File: src/rtl/instr_encoder.sv
// instr_encoder: packs RV32I instruction fields into a 32-bit word, checks the
// immediate for range/alignment, and streams legal words to consecutive
// instruction-memory word addresses. Erroneous field sets are consumed but
// never written; the first error code is kept until reset/clear.
//
// Ports:
//   clk, rst        clock, synchronous active-high reset
//   clear           synchronous clear of pointer, count, error, pending write
//   in_valid/ready  field-set handshake
//   in_fmt..in_imm  instruction fields (fmt 0=R 1=I 2=S 3=B 4=U 5=J)
//   mem_we/ready    write request / memory accept
//   mem_addr/wdata  write address / encoded instruction
//   count, full     words accepted for writing, count == DEPTH
//   err, err_code   sticky error, first error (1 fmt, 2 range, 3 misaligned)
module instr_encoder #(
  parameter int ADDR_W    = 8,
  parameter int BASE_ADDR = 0
) (
  input  logic              clk,
  input  logic              rst,
  input  logic              clear,
  input  logic              in_valid,
  output logic              in_ready,
  input  logic [2:0]        in_fmt,
  input  logic [6:0]        in_opcode,
  input  logic [2:0]        in_funct3,
  input  logic [6:0]        in_funct7,
  input  logic [4:0]        in_rd,
  input  logic [4:0]        in_rs1,
  input  logic [4:0]        in_rs2,
  input  logic [31:0]       in_imm,
  output logic              mem_we,
  input  logic              mem_ready,
  output logic [ADDR_W-1:0] mem_addr,
  output logic [31:0]       mem_wdata,
  output logic [ADDR_W:0]   count,
  output logic              full,
  output logic              err,
  output logic [1:0]        err_code
);

  localparam logic [ADDR_W-1:0] L_BASE  = BASE_ADDR[ADDR_W-1:0];
  localparam logic [ADDR_W:0]   L_DEPTH = {1'b1, {ADDR_W{1'b0}}};

  localparam logic [2:0] F_R = 3'd0;
  localparam logic [2:0] F_I = 3'd1;
  localparam logic [2:0] F_S = 3'd2;
  localparam logic [2:0] F_B = 3'd3;
  localparam logic [2:0] F_U = 3'd4;
  localparam logic [2:0] F_J = 3'd5;

  logic              r_we;
  logic [ADDR_W-1:0] r_addr;
  logic [31:0]       r_wdata;
  logic [ADDR_W-1:0] r_ptr;
  logic [ADDR_W:0]   r_count;
  logic              r_err;
  logic [1:0]        r_err_code;

  logic        w_full;
  logic        w_ready;
  logic        w_accept;
  logic [31:0] w_word;
  logic [1:0]  w_code;
  logic        w_sx11;   // imm[31:11] is a pure sign extension
  logic        w_sx12;
  logic        w_sx20;

  assign w_full   = (r_count == L_DEPTH);
  // A new word may be accepted in the same cycle the pending one completes.
  assign w_ready  = !w_full && (!r_we || mem_ready) && !clear;
  assign w_accept = in_valid && w_ready;

  assign w_sx11 = (&in_imm[31:11]) || !(|in_imm[31:11]);
  assign w_sx12 = (&in_imm[31:12]) || !(|in_imm[31:12]);
  assign w_sx20 = (&in_imm[31:20]) || !(|in_imm[31:20]);

  always_comb begin
    w_word = '0;
    case (in_fmt)
      F_R: w_word = {in_funct7, in_rs2, in_rs1, in_funct3, in_rd, in_opcode};
      F_I: w_word = {in_imm[11:0], in_rs1, in_funct3, in_rd, in_opcode};
      F_S: w_word = {in_imm[11:5], in_rs2, in_rs1, in_funct3, in_imm[4:0], in_opcode};
      F_B: w_word = {in_imm[12], in_imm[10:5], in_rs2, in_rs1, in_funct3,
                     in_imm[4:1], in_imm[11], in_opcode};
      F_U: w_word = {in_imm[31:12], in_rd, in_opcode};
      F_J: w_word = {in_imm[20], in_imm[10:1], in_imm[11], in_imm[19:12],
                     in_rd, in_opcode};
      default: w_word = '0;
    endcase
  end

  // Priority: illegal format, then misalignment, then range.
  always_comb begin
    w_code = 2'd0;
    if (in_fmt > F_J)
      w_code = 2'd1;
    else if ((in_fmt == F_B || in_fmt == F_J) && in_imm[0])
      w_code = 2'd3;
    else begin
      case (in_fmt)
        F_I, F_S: if (!w_sx11)        w_code = 2'd2;
        F_B:      if (!w_sx12)        w_code = 2'd2;
        F_J:      if (!w_sx20)        w_code = 2'd2;
        F_U:      if (|in_imm[11:0])  w_code = 2'd2;
        default:  w_code = 2'd0;
      endcase
    end
  end

  always_ff @(posedge clk) begin
    if (rst || clear) begin
      // A pending write is dropped here, not completed.
      r_we       <= 1'b0;
      r_addr     <= L_BASE;
      r_wdata    <= '0;
      r_ptr      <= L_BASE;
      r_count    <= '0;
      r_err      <= 1'b0;
      r_err_code <= 2'd0;
    end else begin
      if (r_we && mem_ready)
        r_we <= 1'b0;
      if (w_accept) begin
        if (w_code != 2'd0) begin
          r_err <= 1'b1;
          if (!r_err)
            r_err_code <= w_code;
        end else begin
          r_we    <= 1'b1;
          r_addr  <= r_ptr;
          r_wdata <= w_word;
          r_ptr   <= r_ptr + 1'b1;   // wraps modulo DEPTH
          r_count <= r_count + 1'b1;
        end
      end
    end
  end

  assign in_ready  = w_ready;
  assign mem_we    = r_we;
  assign mem_addr  = r_addr;
  assign mem_wdata = r_wdata;
  assign count     = r_count;
  assign full      = w_full;
  assign err       = r_err;
  assign err_code  = r_err_code;

endmodule

File: config.mk
export PLATFORM = sky130hd
export DESIGN_NAME = instr_encoder
export DESIGN_NICKNAME = d
export VERILOG_FILES = /design/src/rtl/instr_encoder.sv
export SDC_FILE = /design/constraint.sdc
export NUM_CORES = 1
export LEC_CHECK = 0
export CELL_PAD_IN_SITES_DETAIL_PLACEMENT = 1
export CELL_PAD_IN_SITES_GLOBAL_PLACEMENT = 1
export CORE_MARGIN = 4
export CORE_UTILIZATION = 40
export CTS_BUF_LIST = sky130_fd_sc_hd__clkbuf_4 sky130_fd_sc_hd__clkbuf_8
export CTS_CLUSTER_SIZE = 40
export DETAILED_ROUTE_END_ITERATION = 8
export DONT_BUFFER_PORTS = 1
export GPL_ROUTABILITY_DRIVEN = 0
export PLACE_DENSITY_LB_ADDON = 0.1
export REMOVE_ABC_BUFFERS = 1
export SYNTH_ARGS = -nofsm -noshare
export SYNTH_HDL_FRONTEND = slang
export SYNTH_SLANG_ARGS = --single-unit
export TNS_END_PERCENT = 5
File: constraint.sdc
create_clock -name clk -period 7.5 [get_ports clk]
set_input_delay 1.875 -clock clk [delete_from_list [all_inputs] [get_ports clk]]
set_output_delay 1.875 -clock clk [all_outputs]
set_load 0.01 [all_outputs]
==> results of run 1 <==
## synthesized netlist by cell type (2+ instances only)
| master | number |
|---|---|
| nand4_1 | 14 |
| o21ai_0 | 28 |
| nand2_1 | 22 |
| inv_1 | 6 |
| nor2b_1 | 11 |
| o21a_1 | 2 |
| ha_1 | 3 |
| a21oi_1 | 67 |
| nand3_1 | 18 |
| clkbuf_1 | 29 |
| a22oi_1 | 10 |
| nor4_1 | 5 |
| or3_1 | 6 |
| a221oi_1 | 4 |
| a31o_2 | 3 |
| nor3_1 | 21 |
| and3_1 | 2 |
| o31ai_1 | 6 |
| a211oi_1 | 17 |
| buf_1 | 2 |
| nor2_1 | 25 |
| buf_2 | 7 |
| mux2i_1 | 13 |
| a311oi_1 | 2 |
| mux2_2 | 2 |
| or4_1 | 9 |
| a31oi_1 | 5 |
| nor4_2 | 2 |
| dfxtp_1 | 61 |
## power groups by stage
stage               Combinational (mW)  Sequential [mW]  Clock, mW
floorplan                       0.0506            0.338          0
global placement                0.0693            0.339          0
detailed placement              0.0707            0.339          0
CTS                             0.0709            0.332      0.347
global route                    0.0788            0.332      0.360
finish                          0.0707            0.332      0.339
## final cells by class
| type | instances | area (µm²) |
|---|---|---|
| antenna | 1 | 2.50 |
| timing repair buffer | 4 | 30.0 |
| tap | 102 | 128 |
| fill | 964 | 4330 |
| sequential | 61 | 1220 |
| inverter | 6 | 22.5 |
| clock buffer | 12 | 159 |
| multi-input combinational | 311 | 1880 |
| clock inverter | 4 | 70.1 |
## layout by cell type (no fill, tap or decap), drive strengths merged, types with 2 or more instances in the layout
cell    count
a211oi     18
a21oi      67
a221oi      4
a22oi      10
a311oi      2
a31o        3
a31oi       5
and3        2
buf         4
bufinv      2
clkbuf     12
clkinv      2
dfxtp      61
ha          3
inv         6
mux2        2
mux2i      13
nand2      22
nand3      18
nand4      14
nor2       25
nor2b      11
nor3       21
nor4        7
o21a        2
o21ai      28
o31ai       6
or3         6
or4         9
## state kept, by name (all words and copies together), names as in the netlist
register	count
count	9
mem_addr	8
mem_we	1
err_code	2
r_ptr	8
mem_wdata	32
err	1
## metal layers
metal,up-vias,track usage,wire [µm]
li1,1523,-,-
met1,1545,0.261,4610
met2,103,0.359,5090
met3,10,0.0722,855
met4,0,0.0588,88
met5,-,0,0
## metrics by stage
stage | cells | hold slack, ns | utilization | worst slack [ns]
floorplan | 378 | 0.444 | - | 2.56
CTS | 500 | 0.496 | 0.447 | 3.34
detailed placement | 484 | 0.485 | 0.418 | 3.22
global route | 501 | 0.521 | 0.448 | 3.31
finish | 501 | 0.494 | 0.448 | 3.35
global placement | 484 | 0.478 | 0.418 | 3.32
## cell families (layout without fill, tap and decap cells)
family,after synthesis,after routing,share of synthesized area
AOI/OAI and AO/OA,152,152,0.281
and+or+nand+nor,141,141,0.231
DFF,61,61,0.373
buffers and inverters,45,26,0.0565
muxes,15,15,0.0466
adders and majority gates,3,3,0.0115
other,0,1,0
## path summary, 6_finish.rpt
kind	slack (ns)	startpoint	end
hold / removal	0.49	r_ptr[7]$_SDFFE_PP0P_	mem_addr[7]$_SDFFE_PP0P_
setup / recovery	3.35	mem_ready	in_ready
setup reg to reg	4.38	count[0]$_SDFFE_PP0P_	r_ptr[2]$_SDFFE_PP0P_
hold reg to reg	0.49	r_ptr[7]$_SDFFE_PP0P_	mem_addr[7]$_SDFFE_PP0P_
==> key figures, run 1 <==
Status
  • Run status: complete, no violations

Critical path
  • CP Launch Type: input port
  • Crit-path leading delay family: simple AND/OR/NAND/NOR gates
  • Buffers and inverters on the worst path: 0
  • Critical Path End Type: primary output
  • Reg2Reg Depth: 9
  • Critical path peak fanout: 3
  • Kind of critical path: in -> out
  • Critical Path RT: 5.62 ns
  • CP Depth: 2
  • CP Cell Sequence: nor2b_1 -> nor3_1
  • CP peak stage delay: 0.35 ns
  • Worst Path Arrival: 2.27 ns
  • Slowest cell on crit path: nor3_1

Global routing
  • Total track usage: 0.214
  • Largest net degree at the start of global routing: 55
  • Initial antenna violation count: 1
  • Total gr overflow: 0
  • Number of global-route vias before repair: 3311
  • Global-route wire length before repair: 16.9 mm

Logic synthesis
  • Number of synthesized flops with an enable pin: 0
  • Area share of the largest cell type after synthesis: 0.373
  • Synth Instances: 417
  • Area leader, netlist: dfxtp_1
  • Yosys cell types: 44
  • Synth top area cells: dfxtp_1, a21oi_1, o21ai_0
  • Register area share after synthesis: 0.373
  • Async S/R FF share, synth: 0
  • Post-Syn Area: 3280 µm²
  • Yosys reg bits: 61
  • Warnings, synthesis: 0
  • Ys flop type: dfxtp_1
  • Mapped Avg Cell Area: 7.86 µm²

CTS
  • Max clock buf depth: 2
  • Clk pin slew, worst setup/hold paths: 0.07 ns
  • Cts repair resizes: 0
  • Total clock sinks: 61
  • # hold bufs at CTS: 0
  • Worst-Skew Late Latency: 0.33 ns
  • CTS Root Cell: clkbuf_8
  • Post-CTS setup buffers: 0
  • Htree depth: 3
  • CTS tree: yes
  • CTS Buf Count: 9

Floorplanning
  • Ports: 127
  • Core area: 7850 µm²
  • Starting Density: 0.418
  • DIE WIDTH: 98.5 µm
  • Chip height: 98.5 µm
  • Std-Cell Rows: 32
  • Die ar.: 9700 µm²

Timing
  • Setup-failing EPs final: 0
  • Period minus WS final: 4.15 ns
  • Slew margin rel.: 0.249
  • Max frequency: 241 MHz
  • Part of the cycle the worst path needs: 0.553
  • Worst slew pin tran: 1.13 ns
  • Fin Clk Skew: 0.0105 ns
  • RSZ-0062 raised after global routing: no
  • Final Hold Viols: 0
  • Post-Route Setup TNS: 0 ns
  • Slew Limit Fails: 0

Power
  • Pwr/cell area: 211 nW/µm²
  • Combinational power share: 0.095
  • Clock network fraction of design power: 0.457
  • Overall power: 0.741 mW
  • Peak VDD IR: 0.0000794 V
  • Net Sw Frac: 0.245
  • Flop pwr share: 0.448
  • Pleak: 1.06 nW
  • NetSw: 0.182 mW
  • Internal Power: 0.559 mW

Route
  • DRT iter0 DRCs: 98
  • Vias: 3181
  • Routed len/inst: 21.2 µm
  • DRT antenna net count: 0
  • Final wirelength: 10.6 mm
  • Drt drc: 0
  • Vias per inst: 6.35
  • Initial DRT Pass Iterations: 4

Hold path
  • HP Class: reg -> reg
  • Hold path cells: 2

Placed design
  • Placed inst area: 3280 µm²
  • Number of I/O port buffers: 0
  • HPWL after DPL: 7.30 mm

Cells and area
  • Final cell area excluding filler cells: 3510 µm²
  • Final Net Count: 468
  • Synth-to-layout area growth: 7.22%
  • Share of cells above drive strength 1: 0.0829

Run
  • Max Cap Violations: 0
Note: power is estimated with default switching activity, not from simulation.
==> run 2: changes to the inputs <==
==> constraint.sdc (replaced) <==
create_clock -name clk -period 4.2 [get_ports clk]
set_input_delay 1.05 -clock clk [delete_from_list [all_inputs] [get_ports clk]]
set_output_delay 1.05 -clock clk [all_outputs]
set_load 0.01 [all_outputs]
==> run 2 against run 1 <==
Die area stayed put. Setup slack worse by 2.2 ns. Clock power is 78% higher. Largest cell class unchanged. Register-to-register slack worse by 3.1 ns. Non-clock buffer count is 4 higher. Critical path depth is 5 higher. Routed wire length is 2.3% lower. Cell area is 1.6% higher. Count of clock-buffer cells in the layout stayed put.
==> key figures, run 2 (synthesis results as in run 1) <==
Critical path
  • Reg2reg end: count[2]$_SDFFE_PP0P_
  • Critical Path RT: 4.42 ns
  • Worst Path Arrival: 3.24 ns
  • Reg2Reg Depth: 9
  • CP Launch Type: input port
  • Kind of critical path: in -> reg
  • Buffers and inverters on the worst path: 1
  • R2R setup slack: 1.25 ns
  • Critical path peak fanout: 36
  • Critical Path End Type: flip-flop
  • CP Cell Sequence: or4_1 -> nor4_1 -> a311oi_1 -> a211oi_4 -> buf_12 -> a31oi_1 -> a31o_2
  • R2r startpoint: count[0]$_SDFFE_PP0P_
  • CP peak stage delay: 0.57 ns
  • Slowest cell on crit path: a211oi_4
  • Crit-path leading delay family: compound AO/OA/AOI/OAI gates

Global routing
  • Largest net degree at the start of global routing: 55
  • Total gr overflow: 0
  • Initial antenna violation count: 1
  • Total track usage: 0.216
  • Global-route wire length before repair: 17.2 mm
  • Number of global-route vias before repair: 3209

Floorplanning
  • Std-Cell Rows: 32
  • DIE WIDTH: 98.5 µm
  • Chip height: 98.5 µm
  • Core area: 7850 µm²
  • Starting Density: 0.418
  • Ports: 127
  • Die ar.: 9700 µm²

Timing
  • Part of the cycle the worst path needs: 0.718
  • Final Hold Viols: 0
  • Post-Route Setup TNS: 0 ns
  • Setup ws final: 1.19 ns
  • Worst slew pin tran: 1.08 ns
  • RSZ-0062 raised after global routing: no
  • Hold WS: 0.475 ns
  • Slew margin rel.: 0.280
  • Period minus WS final: 3.01 ns
  • Fin Clk Skew: 0.00933 ns
  • Max frequency: 332 MHz
  • Slew Limit Fails: 0
  • Setup-failing EPs final: 0

Placed design
  • Placed insts: 488
  • Pre-CTS WS: 0.838 ns
  • HPWL after DPL: 7.30 mm
  • Placed inst area: 3340 µm²
  • Number of I/O port buffers: 0

Route
  • DRT iter0 DRCs: 91
  • Vias: 3153
  • DRT antenna net count: 0
  • Initial DRT Pass Iterations: 4
  • Final wirelength: 10.4 mm
  • Vias per inst: 6.24
  • Drt drc: 0
  • Routed len/inst: 20.6 µm

Power
  • Pleak: 1.08 nW
  • Peak VDD IR: 0.000166 V
  • Overall power: 1.33 mW
  • Pwr/cell area: 372 nW/µm²

CTS
  • CTS tree: yes
  • Max clock buf depth: 2
  • CTS Root Cell: clkbuf_8
  • Cts repair resizes: 0
  • Total clock sinks: 61
  • CTS Buf Count: 9
  • Htree depth: 3
  • Clk pin slew, worst setup/hold paths: 0.06 ns
  • # hold bufs at CTS: 0
  • Worst-Skew Late Latency: 0.33 ns
  • Post-CTS setup buffers: 0

Cells and area
  • Final Net Count: 472
  • Share of cells above drive strength 1: 0.0920
  • Max reg flops: 32
  • Fill count: 960
  • Most frequent cells in the layout: a21oi_1, dfxtp_1, o21ai_0, nor2_1, nand2_1
  • Most common cell after layout, fill and taps aside: a21oi_1
  • Synth-to-layout area growth: 8.90%
  • Layout Cells excl Fill: 505
  • Final core utilization: 0.455
  • Final cell area excluding filler cells: 3570 µm²

Status
  • Run status: complete, no violations

Hold path
  • Hold endpoint: r_ptr[7]$_SDFFE_PP0P_
  • HP Class: reg -> reg
  • Startpoint of the worst hold path: r_ptr[7]$_SDFFE_PP0P_
  • Hold path cells: 2

Run
  • Max Cap Violations: 0
-- run 2: cell count changes in the layout (fill, tap and decap cells not counted) --
cell / change
buf_4: +2
buf_12: +2
-- run 2: power by group --
group	switching, mW	internal [mW]
Sequential	0.00809	0.585
Combinational	0.0833	0.0473
Clock	0.231	0.371
Total	0.323	1.00
-- run 2: how the worst max path moves through the flow --
stage | from | end | slack, ns | cells past startpoint
finish | in_imm[2] | count[2]$_SDFFE_PP0P_ | 1.19 | 7
global route | in_imm[19] | count[3]$_SDFFE_PP0P_ | 1.03 | 6
CTS | in_imm[19] | count[4]$_SDFFE_PP0P_ | 1.19 | 6
detailed placement | in_imm[19] | r_ptr[3]$_SDFFE_PP0P_ | 0.84 | 6
global placement | in_imm[19] | r_ptr[3]$_SDFFE_PP0P_ | 0.91 | 6
floorplan | in_imm[19] | err_code[1]$_SDFFE_PP0P_ | 0.09 | 6
-- run 2: area by class of cell --
class / count / area (µm²) / area share
Inverter: 6 / 22.5 / 0.00631
Tap cell: 102 / 128 / 0.0358
Timing Repair Buffer: 8 / 85.1 / 0.0238
Clock buffer: 12 / 159 / 0.0445
Antenna cell: 1 / 2.50 / 0.000701
Sequential cell: 61 / 1220 / 0.342
Multi-Input combinational cell: 311 / 1880 / 0.527
Clock inverter: 4 / 70.1 / 0.0196
-- run 2: layer usage --
metal  global-route usage  part of all wire  vias up
li1                     -                 -     1530
met1                0.275              0.44     1514
met2                0.350              0.48       98
met3               0.0658             0.075       11
met4               0.0725             0.013        0
met5                    0                 0        -
-- run 2: worst reg2reg max path, cell delays in order (launching register included) --
cell	delay, ns
dfxtp_1	0.46
inv_1	0.10
ha_1	0.21
nor4b_1	0.14
and4b_4	0.21
or4b_4	0.56
a211oi_4	0.54
buf_12	0.28
a31oi_1	0.12
a31o_2	0.22
==> run 3: changes to the inputs <==
==> constraint.sdc (replaced) <==
create_clock -name clk -period 3 [get_ports clk]
set_input_delay 0.75 -clock clk [delete_from_list [all_inputs] [get_ports clk]]
set_output_delay 0.75 -clock clk [all_outputs]
set_load 0.01 [all_outputs]
==> run 3 against run 2 <==
Routed wire length increased by 1.1%. Sequential cell count unchanged. Setup slack got worse by 0.92 ns. Critical endpoint is now r_ptr[3]$_SDFFE_PP0P_. Highest routed layer unchanged.
==> key figures, run 3 (synthesis results as in run 1) <==
Placed design
  • Pre-CTS WS: 0.0768 ns
  • Number of I/O port buffers: 0
  • HPWL after DPL: 7.48 mm
  • Placed insts: 497
  • Placed inst area: 3420 µm²

Floorplanning
  • Chip height: 98.5 µm
  • Core area: 7850 µm²
  • Die ar.: 9700 µm²
  • Starting Density: 0.418
  • Ports: 127
  • DIE WIDTH: 98.5 µm
  • Std-Cell Rows: 32

Critical path
  • R2R setup slack: 0.27 ns
  • Critical Path RT: 3.27 ns
  • Reg2Reg Depth: 9
  • Critical path peak fanout: 38
  • Critical Path End Type: flip-flop
  • R2r startpoint: count[0]$_SDFFE_PP0P_
  • CP Launch Type: flip-flop
  • Worst Path Arrival: 3.00 ns
  • Kind of critical path: reg -> reg
  • Reg2reg end: r_ptr[3]$_SDFFE_PP0P_

Timing
  • Setup ws final: 0.267 ns
  • Part of the cycle the worst path needs: 0.911
  • RSZ-0062 raised after global routing: no
  • Post-Route Setup TNS: 0 ns
  • Period minus WS final: 2.73 ns
  • Max frequency: 366 MHz
  • Final Hold Viols: 0
  • Hold WS: 0.488 ns
  • Worst slew pin tran: 1.10 ns
  • Slew Limit Fails: 0
  • Fin Clk Skew: 0.0113 ns
  • Slew margin rel.: 0.268
  • Setup-failing EPs final: 0

Run
  • Max Cap Violations: 0

Hold path
  • HP Class: reg -> reg
  • Startpoint of the worst hold path: r_ptr[7]$_SDFFE_PP0P_
  • Hold path cells: 2
  • Hold endpoint: r_ptr[7]$_SDFFE_PP0P_

Cells and area
  • Final Net Count: 481
  • Layout Cells excl Fill: 513
  • Max reg flops: 32
  • Share of cells above drive strength 1: 0.112
  • Most frequent cells in the layout: a21oi_1, dfxtp_1, o21ai_0, nor2_1, nand2_1
  • N_diodes: 0
  • Final cell area excluding filler cells: 3620 µm²
  • Most common cell after layout, fill and taps aside: a21oi_1
  • Synth-to-layout area growth: 10.4%
  • Final core utilization: 0.461

CTS
  • Post-CTS setup buffers: 0
  • Worst-Skew Late Latency: 0.34 ns
  • Cts repair resizes: 0
  • Max clock buf depth: 2
  • CTS Root Cell: clkbuf_8
  • # hold bufs at CTS: 0
  • Htree depth: 3
  • Clk pin slew, worst setup/hold paths: 0.08 ns
  • CTS tree: yes
  • CTS Buf Count: 9
  • Total clock sinks: 61

Power
  • Flop pwr share: 0.468
  • Overall power: 1.77 mW
  • NetSw: 0.458 mW
  • Internal Power: 1.31 mW
  • Pwr/cell area: 490 nW/µm²
  • Combinational power share: 0.109
  • Net Sw Frac: 0.259
  • Peak VDD IR: 0.000191 V
  • Clock network fraction of design power: 0.423
  • Pleak: 1.12 nW

Route
  • Vias per inst: 6.30
  • Initial DRT Pass Iterations: 4
  • Final wirelength: 10.5 mm
  • Highest metal used: met4
  • Drt drc: 0
  • Vias: 3231
  • Routed len/inst: 20.5 µm
  • DRT met1 WL: 4.56 mm
  • DRT antenna net count: 0
  • DRT iter0 DRCs: 93
  • Met2 wire len: 4.93 mm
  • DR WL met3: 857 µm

Status
  • Run status: complete, no violations

Global routing
  • Largest net degree at the start of global routing: 55
  • Global-route wire length before repair: 17.1 mm
  • Total track usage: 0.215
  • Number of global-route vias before repair: 3209
  • Initial antenna violation count: 0
  • Total gr overflow: 0
run 3: worst max path at each step:
stage | to | cells after the start | slack [ns] | start
6_report | r_ptr[3]$_SDFFE_PP0P_ | 9 | 0.27 | count[0]$_SDFFE_PP0P_
2_1_floorplan | err_code[1]$_SDFFE_PP0P_ | 6 | -0.81 | in_imm[19]
4_1_cts | count[4]$_SDFFE_PP0P_ | 9 | 0.24 | count[0]$_SDFFE_PP0P_
3_5_place_dp | count[5]$_SDFFE_PP0P_ | 7 | 0.08 | in_imm[19]
3_3_place_gp | r_ptr[4]$_SDFFE_PP0P_ | 7 | 0.15 | in_imm[2]
5_1_grt | r_ptr[5]$_SDFFE_PP0P_ | 9 | 0.09 | count[0]$_SDFFE_PP0P_
run 3: layer usage:
metal  track usage  up-vias
li1              -     1553
met2         0.343      112
met5             0        -
met4        0.0693        0
met1         0.277     1552
met3        0.0686       14
run 3: critical path, stage by stage (launching register included):
cell and delay (ns):
dfxtp_1 0.33, inv_1 0.06, ha_1 0.19, nor4b_1 0.14, and4b_4 0.22, or4b_4 0.56, a211o_1 0.34, buf_12 0.19
or4_1 0.48, a21oi_1 0.14
run 3: layout make-up:
class	instances	area, µm²
flip-flops and latches	61	1220
fillers	981	4230
clock buffers	12	153
clock inverters	4	47.5
repair buffers	17	165
inverters	6	22.5
multi-input cells	311	1880
well taps	102	128
run 3: power by group through the flow:
stage | sequential (mW) | clock [mW] | combinational (mW)
2_1_floorplan | 0.845 | 0 | 0.126
3_3_place_gp | 0.848 | 0 | 0.190
3_5_place_dp | 0.848 | 0 | 0.194
4_1_cts | 0.829 | 0.771 | 0.194
5_1_grt | 0.830 | 0.814 | 0.215
6_report | 0.829 | 0.750 | 0.192
